==> config.mk <==
export PLATFORM = sky130hd
export DESIGN_NAME = stopwatch_mmss_flat
export DESIGN_NICKNAME = d
export VERILOG_FILES = /design/src/rtl/stopwatch_mmss_pkg.sv /design/src/rtl/stopwatch_mmss_if.sv /design/src/rtl/stopwatch_mmss_rise_detect.sv /design/src/rtl/stopwatch_mmss.sv /design/src/flat_wrapper.sv
export SDC_FILE = /design/constraint.sdc
export NUM_CORES = 1
export LEC_CHECK = 0
export BUFFER_PORTS_ARGS = -buffer_cell sky130_fd_sc_hd__buf_2
export CAP_MARGIN = 20
export CORE_AREA = 2 2 70 72
export CTS_BUF_LIST = sky130_fd_sc_hd__clkbuf_4
export DETAILED_ROUTE_END_ITERATION = 10
export DIE_AREA = 0 0 72 74
export GPL_TIMING_DRIVEN = 0
export HOLD_SLACK_MARGIN = 0.15
export PLACE_DENSITY_LB_ADDON = 0.1
export SYNTH_ARGS = -nofsm -noshare
export SYNTH_HDL_FRONTEND = slang
export SYNTH_SLANG_ARGS = --single-unit
==> constraint.sdc <==
create_clock -name clk1hz -period 3.09 [get_ports clk1hz]
set_input_delay 0.618 -clock clk1hz [delete_from_list [all_inputs] [get_ports clk1hz]]
set_output_delay 0.618 -clock clk1hz [all_outputs]
set_load 0.1 [all_outputs]
==> src/rtl/stopwatch_mmss_pkg.sv <==
// Shared types and constants for the MM:SS count-up stopwatch.
package stopwatch_pkg;

    typedef enum logic [1:0] {
        ST_IDLE,
        ST_RUN,
        ST_PAUSE,
        ST_LIMIT
    } state_t;

    localparam int unsigned SEG_MAX   = 59;
    localparam int unsigned DEF_SEG_W = 6;
    localparam int unsigned DEF_MIN_W = 7;

endpackage

==> src/rtl/stopwatch_mmss_if.sv <==
// Button/switch inputs and MM:SS display outputs of the stopwatch mode.
interface stopwatch_mmss_if
    import stopwatch_pkg::*;
#(
    parameter int unsigned SEG_W = DEF_SEG_W,
    parameter int unsigned MIN_W = DEF_MIN_W
);
    logic             switch1;
    logic             switch2;
    logic             startStop;
    logic             clear;
    logic             lap;
    logic             running;
    logic             limitAlarma;
    logic [SEG_W-1:0] segundosT;
    logic [MIN_W-1:0] minutosT;
    logic [SEG_W-1:0] lapSegundosT;
    logic [MIN_W-1:0] lapMinutosT;
    logic             lapValid;

    modport master (
        output switch1, switch2, startStop, clear, lap,
        input  running, limitAlarma, segundosT, minutosT,
               lapSegundosT, lapMinutosT, lapValid
    );

    modport slave (
        input  switch1, switch2, startStop, clear, lap,
        output running, limitAlarma, segundosT, minutosT,
               lapSegundosT, lapMinutosT, lapValid
    );
endinterface

==> src/rtl/stopwatch_mmss_rise_detect.sv <==
// Registered rising-edge detector for a button level (sync active-high reset).
module rise_detect (
    input  logic i_clk,
    input  logic i_rst,
    input  logic i_d,
    output logic o_rise
);
    logic r_q;

    always_ff @(posedge i_clk) begin
        if (i_rst) r_q <= 1'b0;
        else       r_q <= i_d;
    end

    assign o_rise = i_d & ~r_q;
endmodule

==> src/rtl/stopwatch_mmss.sv <==
// Count-up MM:SS stopwatch saturating at MAX_MIN:59.
// Lap capture is built only when STOPWATCH_LAP_EN is defined.
module stopwatch_mmss
    import stopwatch_pkg::*;
#(
    parameter int unsigned MAX_MIN = 99,
    parameter int unsigned SEG_W   = DEF_SEG_W,
    parameter int unsigned MIN_W   = DEF_MIN_W
) (
    input  logic             clk1hz,
    input  logic             reset,
    stopwatch_mmss_if.slave  bus
);
    state_t           r_state,   w_state_nxt;
    logic [SEG_W-1:0] r_seg,     w_seg_nxt;
    logic [MIN_W-1:0] r_min,     w_min_nxt;
    logic [SEG_W-1:0] r_lap_seg, w_lap_seg_nxt;
    logic [MIN_W-1:0] r_lap_min, w_lap_min_nxt;
    logic             r_lap_vld, w_lap_vld_nxt;
    logic             r_alarm,   w_alarm_nxt;

    logic             w_en, w_ss_rise, w_lap_rise;
    logic [SEG_W:0]   w_seg_inc;
    logic [MIN_W:0]   w_min_inc;
    logic [SEG_W-1:0] w_cnt_seg;
    logic [MIN_W-1:0] w_cnt_min;
    logic             w_at_ceil, w_hit_ceil;

    assign w_en = bus.switch1 & ~bus.switch2;

    rise_detect u_ss_rise (
        .i_clk  (clk1hz),
        .i_rst  (reset),
        .i_d    (bus.startStop),
        .o_rise (w_ss_rise)
    );

`ifdef STOPWATCH_LAP_EN
    rise_detect u_lap_rise (
        .i_clk  (clk1hz),
        .i_rst  (reset),
        .i_d    (bus.lap),
        .o_rise (w_lap_rise)
    );
`else
    assign w_lap_rise = 1'b0;
`endif

    // Increment at full width so the 59/MAX_MIN compares never see a wrapped value.
    assign w_seg_inc  = {1'b0, r_seg} + (SEG_W+1)'(1);
    assign w_min_inc  = {1'b0, r_min} + (MIN_W+1)'(1);
    assign w_at_ceil  = (r_seg == SEG_W'(SEG_MAX)) && (r_min == MIN_W'(MAX_MIN));
    assign w_hit_ceil = (w_cnt_seg == SEG_W'(SEG_MAX)) && (w_cnt_min == MIN_W'(MAX_MIN));

    always_comb begin
        w_cnt_seg = w_seg_inc[SEG_W-1:0];
        w_cnt_min = r_min;
        if (w_seg_inc > (SEG_W+1)'(SEG_MAX)) begin
            w_cnt_seg = '0;
            w_cnt_min = w_min_inc[MIN_W-1:0];
        end
    end

    always_comb begin
        w_state_nxt   = r_state;
        w_seg_nxt     = r_seg;
        w_min_nxt     = r_min;
        w_lap_seg_nxt = r_lap_seg;
        w_lap_min_nxt = r_lap_min;
        w_lap_vld_nxt = r_lap_vld;
        w_alarm_nxt   = r_alarm;
        if (w_en) begin
            unique case (r_state)
                ST_IDLE: begin
                    if (w_ss_rise) w_state_nxt = ST_RUN;
                end
                ST_RUN: begin
                    if (w_lap_rise) begin
                        w_lap_seg_nxt = r_seg;
                        w_lap_min_nxt = r_min;
                        w_lap_vld_nxt = 1'b1;
                    end
                    if (w_ss_rise) begin
                        w_state_nxt = ST_PAUSE;
                    end else if (w_at_ceil) begin
                        w_state_nxt = ST_LIMIT;
                        w_alarm_nxt = 1'b1;
                    end else begin
                        w_seg_nxt = w_cnt_seg;
                        w_min_nxt = w_cnt_min;
                        if (w_hit_ceil) begin
                            w_state_nxt = ST_LIMIT;
                            w_alarm_nxt = 1'b1;
                        end
                    end
                end
                ST_PAUSE, ST_LIMIT: begin
                    if (bus.clear) begin
                        w_state_nxt   = ST_IDLE;
                        w_seg_nxt     = '0;
                        w_min_nxt     = '0;
                        w_lap_seg_nxt = '0;
                        w_lap_min_nxt = '0;
                        w_lap_vld_nxt = 1'b0;
                        w_alarm_nxt   = 1'b0;
                    end else if (w_ss_rise && r_state == ST_PAUSE) begin
                        w_state_nxt = ST_RUN;
                    end
                end
                default: w_state_nxt = ST_IDLE;
            endcase
        end
    end

    always_ff @(posedge clk1hz) begin
        if (reset) begin
            r_state   <= ST_IDLE;
            r_seg     <= '0;
            r_min     <= '0;
            r_lap_seg <= '0;
            r_lap_min <= '0;
            r_lap_vld <= 1'b0;
            r_alarm   <= 1'b0;
        end else begin
            r_state   <= w_state_nxt;
            r_seg     <= w_seg_nxt;
            r_min     <= w_min_nxt;
            r_lap_seg <= w_lap_seg_nxt;
            r_lap_min <= w_lap_min_nxt;
            r_lap_vld <= w_lap_vld_nxt;
            r_alarm   <= w_alarm_nxt;
        end
    end

    assign bus.running      = (r_state == ST_RUN);
    assign bus.limitAlarma  = r_alarm;
    assign bus.segundosT    = r_seg;
    assign bus.minutosT     = r_min;
    assign bus.lapSegundosT = r_lap_seg;
    assign bus.lapMinutosT  = r_lap_min;
    assign bus.lapValid     = r_lap_vld;
endmodule

==> src/flat_wrapper.sv <==
// flat-port wrapper written by rule: the top's interface ports become plain ports
module stopwatch_mmss_flat import stopwatch_pkg::*;
#(
    parameter int unsigned MAX_MIN = 99,
    parameter int unsigned SEG_W   = DEF_SEG_W,
    parameter int unsigned MIN_W   = DEF_MIN_W
)
  (clk1hz, reset, bus_switch1, bus_switch2, bus_startStop, bus_clear, bus_lap, bus_running, bus_limitAlarma, bus_segundosT, bus_minutosT, bus_lapSegundosT, bus_lapMinutosT, bus_lapValid);
  stopwatch_mmss_if #(.SEG_W(SEG_W), .MIN_W(MIN_W)) bus_i ();
  input  logic clk1hz;
  input  logic reset;
  input wire logic [$bits(bus_i.switch1)-1:0] bus_switch1;
  input wire logic [$bits(bus_i.switch2)-1:0] bus_switch2;
  input wire logic [$bits(bus_i.startStop)-1:0] bus_startStop;
  input wire logic [$bits(bus_i.clear)-1:0] bus_clear;
  input wire logic [$bits(bus_i.lap)-1:0] bus_lap;
  output wire logic [$bits(bus_i.running)-1:0] bus_running;
  output wire logic [$bits(bus_i.limitAlarma)-1:0] bus_limitAlarma;
  output wire logic [$bits(bus_i.segundosT)-1:0] bus_segundosT;
  output wire logic [$bits(bus_i.minutosT)-1:0] bus_minutosT;
  output wire logic [$bits(bus_i.lapSegundosT)-1:0] bus_lapSegundosT;
  output wire logic [$bits(bus_i.lapMinutosT)-1:0] bus_lapMinutosT;
  output wire logic [$bits(bus_i.lapValid)-1:0] bus_lapValid;
  assign bus_i.switch1 = bus_switch1;
  assign bus_i.switch2 = bus_switch2;
  assign bus_i.startStop = bus_startStop;
  assign bus_i.clear = bus_clear;
  assign bus_i.lap = bus_lap;
  assign bus_running = bus_i.running;
  assign bus_limitAlarma = bus_i.limitAlarma;
  assign bus_segundosT = bus_i.segundosT;
  assign bus_minutosT = bus_i.minutosT;
  assign bus_lapSegundosT = bus_i.lapSegundosT;
  assign bus_lapMinutosT = bus_i.lapMinutosT;
  assign bus_lapValid = bus_i.lapValid;
  stopwatch_mmss #(.MAX_MIN(MAX_MIN), .SEG_W(SEG_W), .MIN_W(MIN_W)) u_core (.clk1hz(clk1hz), .reset(reset), .bus(bus_i));
endmodule
==> results.py <==
metrics = {
    "outcome": {
        "status": "finished, final reports clean",
    },
    "sta": {
        "setup_viol": 0,
        "rsz0062_at_grt": "false",
        "tightest_slew_ps": 528,
        "skew_ps": 2.27,
        "tns_ps": 0,
        "hold_slack_ps": 470,
        "fin_crit_sh_pct": 83.4,
        "slew_viol_final": 0,
        "slew-limit-headroom_pct": 64.8,
        "fin_crit_ps": 2580,
        "max_freq_ghz": 0.388,
        "timing.final.hold_violations": 0,
    },
    "clocking": {
        "numCtsBuffers": 3,
        "cts_tree": "built",
        "post_cts_buffers": 0,
        "post_cts_resized": 0,
        "cts_root_buffer": "clkbuf_4",
        "clock_latency_ps": 290,
        "htreeDepth": 1,
        "clk_path_buf_depth": 2,
        "clk_pin_slew_ps": 110,
        "clock_sinks": 17,
        "postCtsHoldBufs": 0,
    },
    "global_routing": {
        "grt_antenna_before_repair": 0,
        "grt_pass1_wl_um": 5270,
        "track_usage_pct": 12.2,
        "grt_pass1_vias": 1117,
        "grt_max_degree": 11,
        "overflow": 0,
    },
    "setup_path": {
        "cp-start-kind": "flip-flop",
        "reg2reg_slack_ps": 510,
        "path_max_fanout": 10,
        "worstPathArrival_ps": 2790,
        "r2r_end": "u_core.bus.segundosT[4]",
        "worstSetupStartpoint": "u_core.bus.segundosT[0]",
        "required_ps": 3300,
        "crit_path_end_kind": "flip-flop",
        "rr_worst_depth": 10,
        "r2r_start": "u_core.bus.segundosT[0]",
        "worstSetupPathType": "flip-flop to flip-flop",
    },
    "detailed_routing": {
        "dr_total_vias": 1251,
        "ant_nets": 0,
        "routed_wl_um": 3210,
        "wire_per_inst_um": 12.6,
        "drt_iter0_markers": 81,
        "drc": 0,
        "drt_pass1_iterations": 4,
        "viasPerCell": 4.91,
    },
    "placed_design": {
        "placed_area_mm2": 0.00154,
        "io_buffers": 19,
        "dpl.hpwl_um": 2420,
        "place_congestion": 0.766,
        "dp.cells": 251,
    },
    "floorplan": {
        "die_area_mm2": 0.00533,
        "placementRows": 25,
        "die_w_um": 72,
        "core_mm2": 0.00460,
        "die_h_um": 74,
        "start_util_pct": 28.8,
        "pin_count": 36,
    },
    "synthesis": {
        "async_flop_share_pct": 0,
        "synth-edff-count": 0,
        "synthDistinctLibCells": 49,
        "avgSynthCellArea_um2": 8.02,
        "post_synth_inst_count": 165,
        "synth_area_mm2": 0.00132,
        "yosys_warnings": 0,
        "ys_seq_area_share_pct": 25.7,
        "synthFlopType": "dfxtp_1",
        "synth-seq-cells": 17,
    },
    "layout": {
        "drive_gt1_share_pct": 27.9,
        "stdcell_count": 255,
        "diodes": 0,
        "fin_nets": 212,
        "fin_util_pct": 34.1,
        "postLayoutCellArea_mm2": 0.00157,
        "syn_to_final_growth_pct": 18.4,
    },
    "power_and_ir_drop": {
        "peakVddDrop_uv": 152,
        "pwr_density_cell_mw_per_mm2": 311,
        "p_leak_nw": 0.688,
    },
    "min_path": {
        "hold_start": "u_core.bus.limitAlarma",
        "hp-class": "flip-flop to flip-flop",
        "hold_path_end": "u_core.bus.limitAlarma",
        "whs_path_depth": 2,
    },
    "job": {
        "cap_viol_max_count": 0,
    },
}
[logic make-up after synthesis]
family,synth area share [%]
multiplexers,3.03
XOR/XNOR,0.662
adder cells (fa/ha/maj),2.84
AND/OR/NAND/NOR,27.2
buffers and inverters,15.0
flip-flops,25.7
other,0.284
AO/OA/AOI/OAI,25.2
[layout make-up]
| cell class | instances | area [um^2] |
|---|---|---|
| fillers | 493 | 3030 |
| multi-input cells | 129 | 832 |
| clock buffers | 4 | 30.0 |
| flip-flops and latches | 17 | 343 |
| well taps | 54 | 67.6 |
| plain buffers | 27 | 180 |
| repair buffers | 19 | 95.1 |
| inverters | 5 | 18.8 |
[routing by layer]
| metal | routed length [um] | global-route usage, % | share of wire (%) | vias to the layer above |
|---|---|---|---|---|
| met5 | 0 | 0 | 0 | - |
| met4 | 19 | 2.52 | 0.59 | 0 |
| met3 | 114 | 1.76 | 3.6 | 2 |
| met2 | 1530 | 21.0 | 48 | 21 |
| met1 | 1540 | 16.5 | 48 | 583 |
| li1 | - | - | - | 645 |
[where the power goes]
group          total, mW  switching [mW]  internal (mW)  leakage (nW)
clock network      0.138          0.0792         0.0589        0.0184
registers          0.222         0.00133          0.221         0.138
logic              0.127           0.103         0.0240         0.531
[critical path, stage by stage, from the launching register on]
cell and delay, ps:
dfxtp_2 390, ha_1 180, buf_2 200, and4b_1 210
a21oi_1 40, a211o_1 350, or2_1 260, buf_6 150
a21oi_4 290, a41oi_1 160, a311oi_1 260
[flip-flops by register name, summed over array words and instances, names as in the netlist]
register                flops
u_core.bus.minutosT         7
u_core.bus.segundosT        6
u_core.r_state              2
u_core.u_ss_rise.r_q        1
u_core.bus.limitAlarma      1
[layout by cell type (no fill, tap or decap), types with 5 or more instances in the layout]
cell type and instances:
nand2b_1 5, buf_2 22, buf_4 18, nor2_1 7
clkbuf_1 5, conb_1 14, o21ai_0 8, nor2b_1 6
a21oi_1 14, nand2_1 9, dfxtp_1 15
[worst max-delay path by stage]
stage	to
after floorplan	u_core.bus.minutosT[6]
after global placement	u_core.bus.segundosT[4]
after detailed placement	u_core.bus.segundosT[4]
after CTS	u_core.bus.segundosT[4]
after global routing	u_core.bus.segundosT[4]
final	u_core.bus.segundosT[4]
[stage by stage]
| step | total power [mW] | setup WS (ps) |
|---|---|---|
| global placement | 0.353 | 550 |
| CTS | 0.492 | 503 |
| global route | 0.504 | 318 |
| floorplan | 0.345 | 217 |
| finish | 0.487 | 513 |
| detailed placement | 0.354 | 546 |
[synthesized netlist by cell type (3+ instances only)]
library cell | n | area (um^2)
o21ai_0 | 8 | 40.0
nand2_1 | 9 | 33.8
clkbuf_1 | 5 | 18.8
inv_1 | 4 | 15.0
nand3_1 | 4 | 20.0
a211o_1 | 3 | 26.3
ha_1 | 3 | 37.5
nor2_1 | 7 | 26.3
nand4_1 | 3 | 18.8
a21oi_1 | 14 | 70.1
nor2b_1 | 6 | 37.5
a31oi_1 | 3 | 18.8
nand2b_1 | 5 | 31.3
buf_2 | 3 | 15.0
and2_1 | 3 | 18.8
and3_1 | 3 | 18.8
dfxtp_1 | 17 | 340
a311oi_1 | 4 | 35.0
mux2i_1 | 4 | 40.0
a41oi_1 | 4 | 35.0
or3b_1 | 3 | 26.3
buf_4 | 18 | 135
Power figures use the tool's default switching activity.
